--- config.mk ---
export PLATFORM = sky130hd
export DESIGN_NAME = spi_frame_master_multi
export DESIGN_NICKNAME = d
export VERILOG_FILES = /design/src/rtl/spi_link_pkg.sv /design/src/rtl/spi_tick_sync.sv /design/src/rtl/spi_frame_master_multi.sv
export SDC_FILE = /design/constraint.sdc
export NUM_CORES = 1
export LEC_CHECK = 0
export ABC_AREA = 1
export ABC_CLOCK_PERIOD_IN_PS = 4100
export CORE_ASPECT_RATIO = 0.6
export CORE_MARGIN = 4
export CORE_UTILIZATION = 50
export DETAILED_ROUTE_END_ITERATION = 16
export GPL_TIMING_DRIVEN = 1
export HOLD_SLACK_MARGIN = 0.12
export PLACE_DENSITY = 0.74
export SYNTH_ARGS = -nofsm -noshare
export SYNTH_HDL_FRONTEND = slang
export SYNTH_SLANG_ARGS = --single-unit
--- constraint.sdc ---
create_clock -name clk -period 4.1 [get_ports clk]
set_input_delay 0.615 -clock clk [delete_from_list [all_inputs] [get_ports clk]]
set_output_delay 0.615 -clock clk [all_outputs]
set_load 0.02 [all_outputs]
--- src/rtl/spi_link_pkg.sv ---
// Shared definitions for the multi-channel SPI frame link (master and slave sides).
package spi_link_pkg;

  typedef enum logic [2:0] {
    IDLE,
    LEAD,
    SHIFT,
    TRAIL,
    GAP
  } link_state_t;

  localparam int   HDR_W     = 16;
  localparam logic SSEL_IDLE = 1'b1;
  localparam logic SCK_IDLE  = 1'b0;

endpackage

--- src/rtl/spi_tick_sync.sv ---
// Brings the slow sim_clk tick into the clk domain and emits a one-cycle rising-edge pulse.
module spi_tick_sync (
  input  logic clk,
  input  logic reset,
  input  logic tick_async,
  output logic tick_rise
);

  logic s1, s2, s3;

  always_ff @(posedge clk) begin
    if (reset) begin
      s1 <= 1'b0;
      s2 <= 1'b0;
      s3 <= 1'b0;
    end else begin
      s1 <= tick_async;
      s2 <= s1;
      s3 <= s2;
    end
  end

  assign tick_rise = s2 & ~s3;

endmodule

--- src/rtl/spi_frame_master_multi.sv ---
// Serialises N_CH snapshotted words (optionally led by a frame-counter header) into one SSEL frame per tick.
module spi_frame_master_multi
  import spi_link_pkg::*;
#(
  parameter int N_CH      = 2,
  parameter int W         = 32,
  parameter int SEND_HDR  = 1,
  parameter int LSB_FIRST = 0
) (
  input  logic                clk,
  input  logic                reset,
  input  logic                en,
  input  logic [23:0]         clkdiv,
  input  logic                sim_tick,
  input  logic [N_CH*W-1:0]   data_flat,
  output logic                SCK,
  output logic                DATA_OUT,
  output logic                SSEL,
  output logic                busy,
  output logic                frame_done,
  output logic [15:0]         frame_cnt,
  output logic [15:0]         overrun_cnt
);

  localparam int HDR_BITS = (SEND_HDR != 0) ? HDR_W : 0;
  localparam int NB       = N_CH * W + HDR_BITS;
  localparam int BCW      = $clog2(NB + 1);
  localparam logic [BCW-1:0] NB_CNT = BCW'(NB);

  logic              tick_rise;
  link_state_t       state;
  logic [23:0]       half_cnt;
  logic [23:0]       h_m1;
  logic [BCW-1:0]    bit_cnt;
  logic [NB-1:0]     shreg;
  logic [NB-1:0]     tx_vec;

  spi_tick_sync u_tick_sync (
    .clk        (clk),
    .reset      (reset),
    .tick_async (sim_tick),
    .tick_rise  (tick_rise)
  );

  // Frame laid out in transmission order: bit NB-1 goes on the wire first.
  always_comb begin
    tx_vec = '0;
    for (int i = 0; i < HDR_BITS; i++) begin
      tx_vec[NB-1-i] = (LSB_FIRST != 0) ? frame_cnt[i] : frame_cnt[HDR_W-1-i];
    end
    for (int k = 0; k < N_CH; k++) begin
      for (int i = 0; i < W; i++) begin
        tx_vec[NB-1-HDR_BITS-k*W-i] = (LSB_FIRST != 0) ? data_flat[k*W+i]
                                                       : data_flat[k*W+W-1-i];
      end
    end
  end

  always_ff @(posedge clk) begin
    if (reset) begin
      state       <= IDLE;
      SCK         <= SCK_IDLE;
      DATA_OUT    <= 1'b0;
      SSEL        <= SSEL_IDLE;
      busy        <= 1'b0;
      frame_done  <= 1'b0;
      frame_cnt   <= 16'd0;
      overrun_cnt <= 16'd0;
      half_cnt    <= 24'd0;
      h_m1        <= 24'd0;
      bit_cnt     <= '0;
      shreg       <= '0;
    end else begin
      frame_done <= 1'b0;
      if (tick_rise && (state != IDLE) && (overrun_cnt != 16'hFFFF)) begin
        overrun_cnt <= overrun_cnt + 16'd1;
      end
      case (state)
        IDLE: begin
          if (tick_rise && en) begin
            shreg     <= {tx_vec[NB-2:0], 1'b0};
            DATA_OUT  <= tx_vec[NB-1];
            h_m1      <= clkdiv;
            half_cnt  <= 24'd0;
            bit_cnt   <= '0;
            SSEL      <= ~SSEL_IDLE;
            busy      <= 1'b1;
            frame_cnt <= frame_cnt + 16'd1;
            state     <= LEAD;
          end
        end
        LEAD: begin
          if (half_cnt == h_m1) begin
            half_cnt <= 24'd0;
            SCK      <= ~SCK_IDLE;
            state    <= SHIFT;
          end else begin
            half_cnt <= half_cnt + 24'd1;
          end
        end
        SHIFT: begin
          if (half_cnt != h_m1) begin
            half_cnt <= half_cnt + 24'd1;
          end else begin
            half_cnt <= 24'd0;
            if (SCK) begin
              SCK      <= SCK_IDLE;
              DATA_OUT <= shreg[NB-1];
              shreg    <= {shreg[NB-2:0], 1'b0};
              bit_cnt  <= bit_cnt + 1'b1;
            end else if (bit_cnt == NB_CNT) begin
              DATA_OUT   <= 1'b0;
              SSEL       <= SSEL_IDLE;
              frame_done <= 1'b1;
              state      <= TRAIL;
            end else begin
              SCK <= ~SCK_IDLE;
            end
          end
        end
        TRAIL: begin
          half_cnt <= 24'd0;
          state    <= GAP;
        end
        GAP: begin
          if (half_cnt == h_m1) begin
            half_cnt <= 24'd0;
            busy     <= 1'b0;
            state    <= IDLE;
          end else begin
            half_cnt <= half_cnt + 24'd1;
          end
        end
        default: begin
          SCK   <= SCK_IDLE;
          SSEL  <= SSEL_IDLE;
          busy  <= 1'b0;
          state <= IDLE;
        end
      endcase
    end
  end

endmodule

==> qor.log, run 1 <==
INFO  run_status     outcome=finished, final reports clean
INFO  die            chipHeight=111um
INFO  logic_synthesis syn_inst=1330
INFO  pwr            vdd.ir_drop.worst=0.000350V
INFO  setup_path     rr_startpoint=half_cnt[11]
INFO  timing         number_of_hold_violations_in_the_final_report=0
INFO  setup_path     timing.reg2reg.worst_path_depth=12
INFO  clock_network  post_cts_hold_buffer_count=0
INFO  logic_synthesis ys_types=39
INFO  drt            routed_wire_length_per_instance=13.5um
INFO  timing         fin_crit=2.84ns
INFO  logic_synthesis post_synth_xor_area_fraction=0.0260
INFO  drt            routed-via-count=8513
INFO  setup_path     crit_path_end_kind=flip-flop
INFO  placed_design  count_of_buffers_from_port_buffering=128
INFO  setup_path     cp_cell_sequence=inv_2 -> nand2_1 -> nand2_1 -> nor2_1 -> nand2_1 -> nor2_2 -> nand3_4 -> nand2_4 -> nand2_2 -> buf_12 -> nand2_1 -> a21oi_1
INFO  setup_path     worstPathMaxFanout=55
INFO  drt            via_per_inst=5.13
INFO  placed_design  globalplace.congestion=0.905
INFO  logic_synthesis synth_top_family_by_area=simple AND/OR/NAND/NOR gates
INFO  run            maxCapViolations=0
INFO  setup_path     worstSetupPathType=reg2reg
INFO  pwr            power.leakage=0.00404uW
INFO  logic_synthesis synthesis.nets=1427
INFO  timing         fin_setup_tns=0ns
INFO  setup_path     rr_endpoint=shreg[51]
INFO  clock_network  cts_tree=done
INFO  clock_network  numCtsBuffers=17
INFO  die            dieArea=19800um^2
INFO  die            design.portCount=129
INFO  finish         syn2layout_area_growth=21.3%
INFO  die            core=17200um^2
INFO  timing         drv_slew=0
INFO  logic_synthesis postSynthAreaPerCell=6.59um^2
INFO  drt            drt-initial-drc-count=962
INFO  placed_design  place_inst=1628
INFO  logic_synthesis compound_cell_area_share_of_the_yosys_netlist=0.120
INFO  setup_path     timing.critical_path.from=half_cnt[11]
INFO  logic_synthesis synth-seq-area-share=0.404
INFO  worst_hold_path hold_class=reg2reg
INFO  timing         final.period_utilization=0.693
INFO  timing         fmax=352MHz
INFO  pwr            design_power_total=4790uW
INFO  die            die_w=179um
INFO  setup_path     critical-path-max-stage-delay=0.48ns
INFO  clock_network  cts-root-buf=sky130_fd_sc_hd__clkbuf_16
INFO  logic_synthesis synth_simple_gate_area_share=0.358
INFO  clock_network  clock_tree.buffer_depth=2
INFO  timing         rsz0062_at_grt=no
INFO  logic_synthesis ys_warn_count=0
INFO  pwr            power-per-cell-area=450nW/um^2
INFO  drt            routed_wl=22.5mm
INFO  logic_synthesis synth-seq-cells=177
INFO  global_route   antenna_violations_before_repair=0
INFO  clock_network  clk_pin_slew=0.08ns
INFO  setup_path     cp.arrival=3.13ns
INFO  setup_path     worst_path_max_delay_cell=sky130_fd_sc_hd__nand2_2
INFO  setup_path     worst_setup_path_start_kind=flip-flop
INFO  finish         final_layout_size_suffix_gt1_frac=0.0547
INFO  logic_synthesis syn_area=8760um^2
INFO  placed_design  hpwl=14.7mm
INFO  timing         setup-violations-final=0
INFO  die            fp-row-count=37
INFO  finish         stdcell_count=1660
INFO  clock_network  cts.htree.levels=4
INFO  setup_path     critical-path-top-cell-by-count=sky130_fd_sc_hd__nand2_1
INFO  setup_path     ff2ff_setup_slack=1.26ns
INFO  setup_path     worst-endpoint-required=4.39ns
INFO  die            initial_core_util=0.510
INFO  timing         worst_slew_pin_slew=0.808ns
INFO  global_route   groute.usage.overall=0.228
INFO  global_route   grt_overflow=0
INFO  logic_synthesis area_share_of_fa_ha_maj_cells_after_synthesis=0.00714
INFO  drt            drt.antenna.violating_nets=0
INFO  timing         finClkSkew=0.0146ns
INFO  finish         number_of_antenna_cells_inserted=0
INFO  finish         layout.nets=1510
INFO  timing         finalHoldWorstSlack=0.421ns
INFO  logic_synthesis synth_mux_area_frac=0
INFO  timing         max_slew_headroom=0.460
INFO  global_route   number_of_global_route_vias_before_repair=7834
INFO  global_route   wire_length_of_the_first_global_routing_pass=37.8mm
INFO  clock_network  cts.repair_timing.setup_buffer_count=0
INFO  global_route   grt_max_degree=76
INFO  clock_network  cts.sinks=177
INFO  drt            drtPass1Iterations=8
INFO  worst_hold_path hold_depth=2
INFO  clock_network  worst_skew_pair.late_latency=0.43ns
INFO  drt            route.detailed.drc=0
INFO  setup_path     termination_of_the_worst_setup_path=shreg[51]
INFO  clock_network  postCtsResizedCells=0
cell families (layout without fill, tap and decap cells):
| group | count (synthesis) | count (layout) |
|---|---|---|
| AND/OR/NAND/NOR | 741 | 741 |
| AO/OA/AOI/OAI | 206 | 206 |
| flip-flops | 177 | 177 |
| buffers and inverters | 175 | 271 |
| XOR/XNOR | 26 | 26 |
| adder cells (fa/ha/maj) | 5 | 5 |
Yosys cell counts, drive strengths merged:
master    n  share of area
and3      2         0.0014
a21oi   138          0.079
dfxtp   177           0.40
o211ai    2         0.0017
clkinv    2        0.00086
xnor2     3         0.0030
xor2     23          0.023
nand4    11         0.0079
a31oi     2         0.0014
o21ai    60          0.035
o31ai     1        0.00086
o22ai     1        0.00071
nor3     22          0.013
ha        5         0.0071
nand3   124          0.078
nor2    103          0.046
nor4      6         0.0050
buf      36          0.025
or2       1        0.00071
o21a      2         0.0017
nand2   468           0.20
inv      99          0.042
clkbuf   38          0.016
nor3b     4         0.0034
critical path: cells and delay by family (launching register included):
kind | cells | cell delay, ns
flops | 1 | 0.47
buf+inv | 2 | 0.43
compound gates | 1 | 0.06
simple gates | 9 | 1.67
metal layers:
layer | global-route usage | wire, um | share of wire | vias to the layer above
met5 | 0 | 0 | 0 | -
met4 | 0.0496 | 149 | 0.0066 | 0
met3 | 0.0482 | 1560 | 0.069 | 10
met2 | 0.319 | 9170 | 0.41 | 269
met1 | 0.354 | 11600 | 0.52 | 3806
li1 | - | - | - | 4428
layout by cell type, fill, tap and decap left out, types with 17 or more instances in the layout:
cell type                           n
sky130_fd_sc_hd__a21oi_1          138
sky130_fd_sc_hd__clkbuf_16         17
sky130_fd_sc_hd__clkdlybuf4s50_1  127
sky130_fd_sc_hd__dfxtp_1          177
sky130_fd_sc_hd__inv_1             88
sky130_fd_sc_hd__nand2_1          463
sky130_fd_sc_hd__nand3_1          113
sky130_fd_sc_hd__nor2_1            97
sky130_fd_sc_hd__nor3_1            21
sky130_fd_sc_hd__o21ai_0           58
sky130_fd_sc_hd__xor2_1            23
sequential cells by signal (all words and copies together) (netlist names):
| signal | cells |
|---|---|
| shreg | 79 |
| h_m1 | 24 |
| half_cnt | 24 |
| frame_cnt | 16 |
| overrun_cnt | 16 |
| bit_cnt | 7 |
| state | 3 |
| DATA_OUT | 1 |
| SCK | 1 |
| SSEL | 1 |
| busy | 1 |
| frame_done | 1 |
| u_tick_sync.s1 | 1 |
| u_tick_sync.s2 | 1 |
| u_tick_sync.s3 | 1 |
worst min path at each step:
stage / startpoint / end / slack (ns)
after floorplan: u_tick_sync.s1 / u_tick_sync.s2 / 0.39
after global placement: u_tick_sync.s1 / u_tick_sync.s2 / 0.40
after detailed placement: u_tick_sync.s1 / u_tick_sync.s2 / 0.41
after CTS: u_tick_sync.s1 / u_tick_sync.s2 / 0.42
after global routing: u_tick_sync.s1 / u_tick_sync.s2 / 0.46
final: u_tick_sync.s1 / u_tick_sync.s2 / 0.42
per-stage QoR:
stage / cell area [um^2] / setup WS (ns) / util
global route: 10600 / 0.992 / 0.619
CTS: 10600 / 1.29 / 0.619
detailed placement: 10100 / 1.07 / 0.586
floorplan: 8760 / 2.31 / -
finish: 10600 / 1.26 / 0.619
global placement: 10100 / 1.14 / 0.586
where the power goes:
group / internal, uW / switching [uW]
clock network: 818 / 751
registers: 1800 / 56.7
logic: 397 / 966
total: 3010 / 1770
layout make-up:
| class | count | area (um^2) |
|---|---|---|
| Sequential cell | 177 | 3540 |
| Timing Repair Buffer | 138 | 1370 |
| Clock buffer | 19 | 443 |
| Tap cell | 234 | 293 |
| Fill cell | 1596 | 6550 |
| Inverter | 101 | 379 |
| Multi-Input combinational cell | 978 | 4490 |
| Clock inverter | 13 | 118 |
(Power assumes the default switching activity.)
==> run 2: changes to the inputs <==
Settings changed: ABC_CLOCK_PERIOD_IN_PS 4100 to 2800.
Clock period 4.1 ns to 2.8 ns, I/O delays scaled along.
==> qor.log, run 2 (synthesized netlist as in run 1, its figures left out) <==
INFO  run_status     outcome=finished, final reports clean
INFO  finish         largest_register=shreg
INFO  die            design.portCount=129 [unchanged]
INFO  die            core=17200um^2 [unchanged]
INFO  finish         syn2layout_area_growth=22.2%
INFO  setup_path     critical-path-max-stage-delay=0.47ns [about the same]
INFO  drt            routed_wire_length_per_instance=13.7um [+1.4%]
INFO  finish         number_of_antenna_cells_inserted=0 [unchanged]
INFO  finish         final_layout_size_suffix_gt1_frac=0.0613 [+0.00663]
INFO  finish         number_of_flip_flops_in_the_largest_register=79 [unchanged]
INFO  setup_path     ff2ff_setup_slack=0.53ns [-0.73 ns]
INFO  finish         biggestRegsByFlops=shreg x79, h_m1 x24, half_cnt x24
INFO  setup_path     worst_setup_path_start_kind=flip-flop
INFO  global_route   groute.usage.overall=0.235 [+0.00717]
INFO  timing         fmax=441MHz [+25%]
INFO  timing         worst_slew_pin_slew=0.862ns [+0.0547 ns]
INFO  timing         rsz0062_at_grt=no
INFO  setup_path     critical-path-top-cell-by-count=sky130_fd_sc_hd__nand2_1
INFO  drt            routed_wl=22.9mm [+1.9%]
INFO  setup_path     worstPathMaxFanout=67 [+22%]
INFO  clock_network  cts.sinks=177 [unchanged]
INFO  drt            drtPass1Iterations=6 [-2]
INFO  die            dieArea=19800um^2 [unchanged]
INFO  setup_path     worst_path_max_delay_cell=sky130_fd_sc_hd__dfxtp_1
INFO  die            die_w=179um [unchanged]
INFO  setup_path     cp.arrival=2.54ns [-0.59 ns]
INFO  die            fp-row-count=37 [unchanged]
INFO  global_route   wire_length_of_the_first_global_routing_pass=38.7mm [+2.3%]
INFO  drt            drt.antenna.violating_nets=0 [unchanged]
INFO  placed_design  count_of_buffers_from_port_buffering=128 [unchanged]
INFO  timing         setup-violations-final=0 [unchanged]
INFO  timing         fin_crit=2.27ns [-0.574 ns]
INFO  timing         finClkSkew=0.00786ns [-0.00670 ns]
INFO  drt            via_per_inst=5.17 [+0.87%]
INFO  timing         drv_slew=0 [unchanged]
INFO  setup_path     worst_path_dominant_cell_family=simple AND/OR/NAND/NOR gates
INFO  worst_hold_path hold_class=in2reg
INFO  pwr            power-per-cell-area=662nW/um^2 [+47%]
INFO  setup_path     crit_path_end_kind=flip-flop
INFO  global_route   antenna_violations_before_repair=0 [unchanged]
INFO  global_route   number_of_global_route_vias_before_repair=8031 [+2.5%]
INFO  global_route   gr-usage-met3=0.0537 [+0.00547]
INFO  global_route   grt_max_degree=89 [+17%]
INFO  timing         fin_setup_tns=0ns [unchanged]
INFO  setup_path     worst-endpoint-required=3.07ns [-1.32 ns]
INFO  clock_network  cts-root-buf=sky130_fd_sc_hd__clkbuf_16
INFO  clock_network  clock_tree.buffer_depth=2 [unchanged]
INFO  timing         post-route-worst-setup-slack=0.534ns [-0.726 ns]
INFO  finish         layout_commonest_cell=sky130_fd_sc_hd__nand2_1
INFO  setup_path     cp_cell_sequence=inv_2 -> nand2_1 -> nand2_1 -> nor2_1 -> nand2_1 -> nor2_2 -> nand3_4 -> nand2_4 -> nand2_2 -> buf_12 -> nand2_1 -> a21oi_1
INFO  die            initial_core_util=0.510 [unchanged]
INFO  global_route   met2_usage=0.326 [+0.00678]
INFO  clock_network  cts.repair_timing.setup_buffer_count=0 [unchanged]
INFO  clock_network  worst_skew_pair.late_latency=0.43ns [about the same]
INFO  global_route   grt_overflow=0 [unchanged]
INFO  clock_network  cts_tree=done
INFO  global_route   grt_most_used_layer=met1
INFO  timing         max_slew_headroom=0.425 [-0.0352]
INFO  placed_design  placement.setup.worst_slack=0.342ns [-0.731 ns]
INFO  clock_network  numCtsBuffers=17 [unchanged]
INFO  finish         highest_count_cells_in_the_layout_ignoring_fill_and_taps=sky130_fd_sc_hd__nand2_1, sky130_fd_sc_hd__dfxtp_1, sky130_fd_sc_hd__a21oi_1
INFO  drt            drt-initial-drc-count=916 [-4.8%]
INFO  drt            routed-via-count=8634 [+1.4%]
INFO  pwr            power.leakage=0.00408uW [+0.97%]
INFO  drt            route.detailed.drc=0 [unchanged]
INFO  setup_path     path_buf_inv=2 [unchanged]
INFO  die            chipHeight=111um [unchanged]
INFO  run            maxCapViolations=0 [unchanged]
INFO  placed_design  globalplace.congestion=0.857 [-5.4%]
INFO  pwr            vdd.ir_drop.worst=0.000617V [+76%]
INFO  setup_path     worstSetupPathType=reg2reg
INFO  finish         layout.nets=1519 [+0.60%]
INFO  timing         number_of_hold_violations_in_the_final_report=0 [unchanged]
INFO  clock_network  postCtsResizedCells=0 [unchanged]
INFO  clock_network  post_cts_hold_buffer_count=0 [unchanged]
INFO  clock_network  cts.htree.levels=4 [unchanged]
INFO  placed_design  hpwl=15.0mm [+1.8%]
INFO  timing         final.period_utilization=0.809 [+0.116]
INFO  global_route   grtUsageMet1=0.359 [+0.00490]
INFO  clock_network  clk_pin_slew=0.07ns [about the same]
[run 2: worst paths after layout]
kind,from,end,cells after the start
hold reg to reg,u_tick_sync.s1,u_tick_sync.s2,2
hold / removal,reset,shreg[29],2
setup reg to reg,half_cnt[16],shreg[13],12
setup / recovery,half_cnt[16],shreg[13],12
[run 2: per-stage QoR]
| stage | hold WS [ns] | util | total power, uW | cell area (um^2) | cells |
|---|---|---|---|---|---|
| 2_1_floorplan | 0.388 | - | 4300 | 8760 | 1330 |
| 3_3_place_gp | 0.397 | 0.592 | 4870 | 10200 | 1637 |
| 3_5_place_dp | 0.401 | 0.592 | 4880 | 10200 | 1637 |
| 4_1_cts | 0.370 | 0.624 | 7120 | 10700 | 1669 |
| 5_1_grt | 0.368 | 0.624 | 7510 | 10700 | 1669 |
| 6_report | 0.385 | 0.624 | 7090 | 10700 | 1669 |
[run 2: cell type report]
| class | count | area, um^2 |
|---|---|---|
| sequential | 177 | 3540 |
| tap | 234 | 293 |
| clock buffer | 18 | 439 |
| inverter | 101 | 379 |
| fill | 1665 | 6470 |
| timing repair buffer | 147 | 1460 |
| multi-input combinational | 978 | 4490 |
| clock inverter | 14 | 109 |
[run 2: metal layers]
layer  part of all wire  routed length [um]
met1               0.50               11600
met2               0.42                9550
met3              0.067                1530
met4              0.012                 283
met5                  0                   0
[run 2: worst reg2reg max path, stage by stage, from the launching register on]
cell,delay (ns)
sky130_fd_sc_hd__dfxtp_1,0.47
sky130_fd_sc_hd__inv_2,0.05
sky130_fd_sc_hd__nand2_1,0.05
sky130_fd_sc_hd__nand2_1,0.05
sky130_fd_sc_hd__nor2_1,0.19
sky130_fd_sc_hd__nand2_1,0.09
sky130_fd_sc_hd__nor2_2,0.15
sky130_fd_sc_hd__nand3_4,0.16
sky130_fd_sc_hd__nand2_4,0.11
sky130_fd_sc_hd__nand2_2,0.27
sky130_fd_sc_hd__buf_12,0.33
sky130_fd_sc_hd__nand2_1,0.12
sky130_fd_sc_hd__a21oi_1,0.07
[run 2: where the power goes]
group          internal [uW]  switching (uW)  leakage (uW)
clock                   1170            1070      0.000261
sequential              2640            88.7       0.00143
combinational            668            1460       0.00239
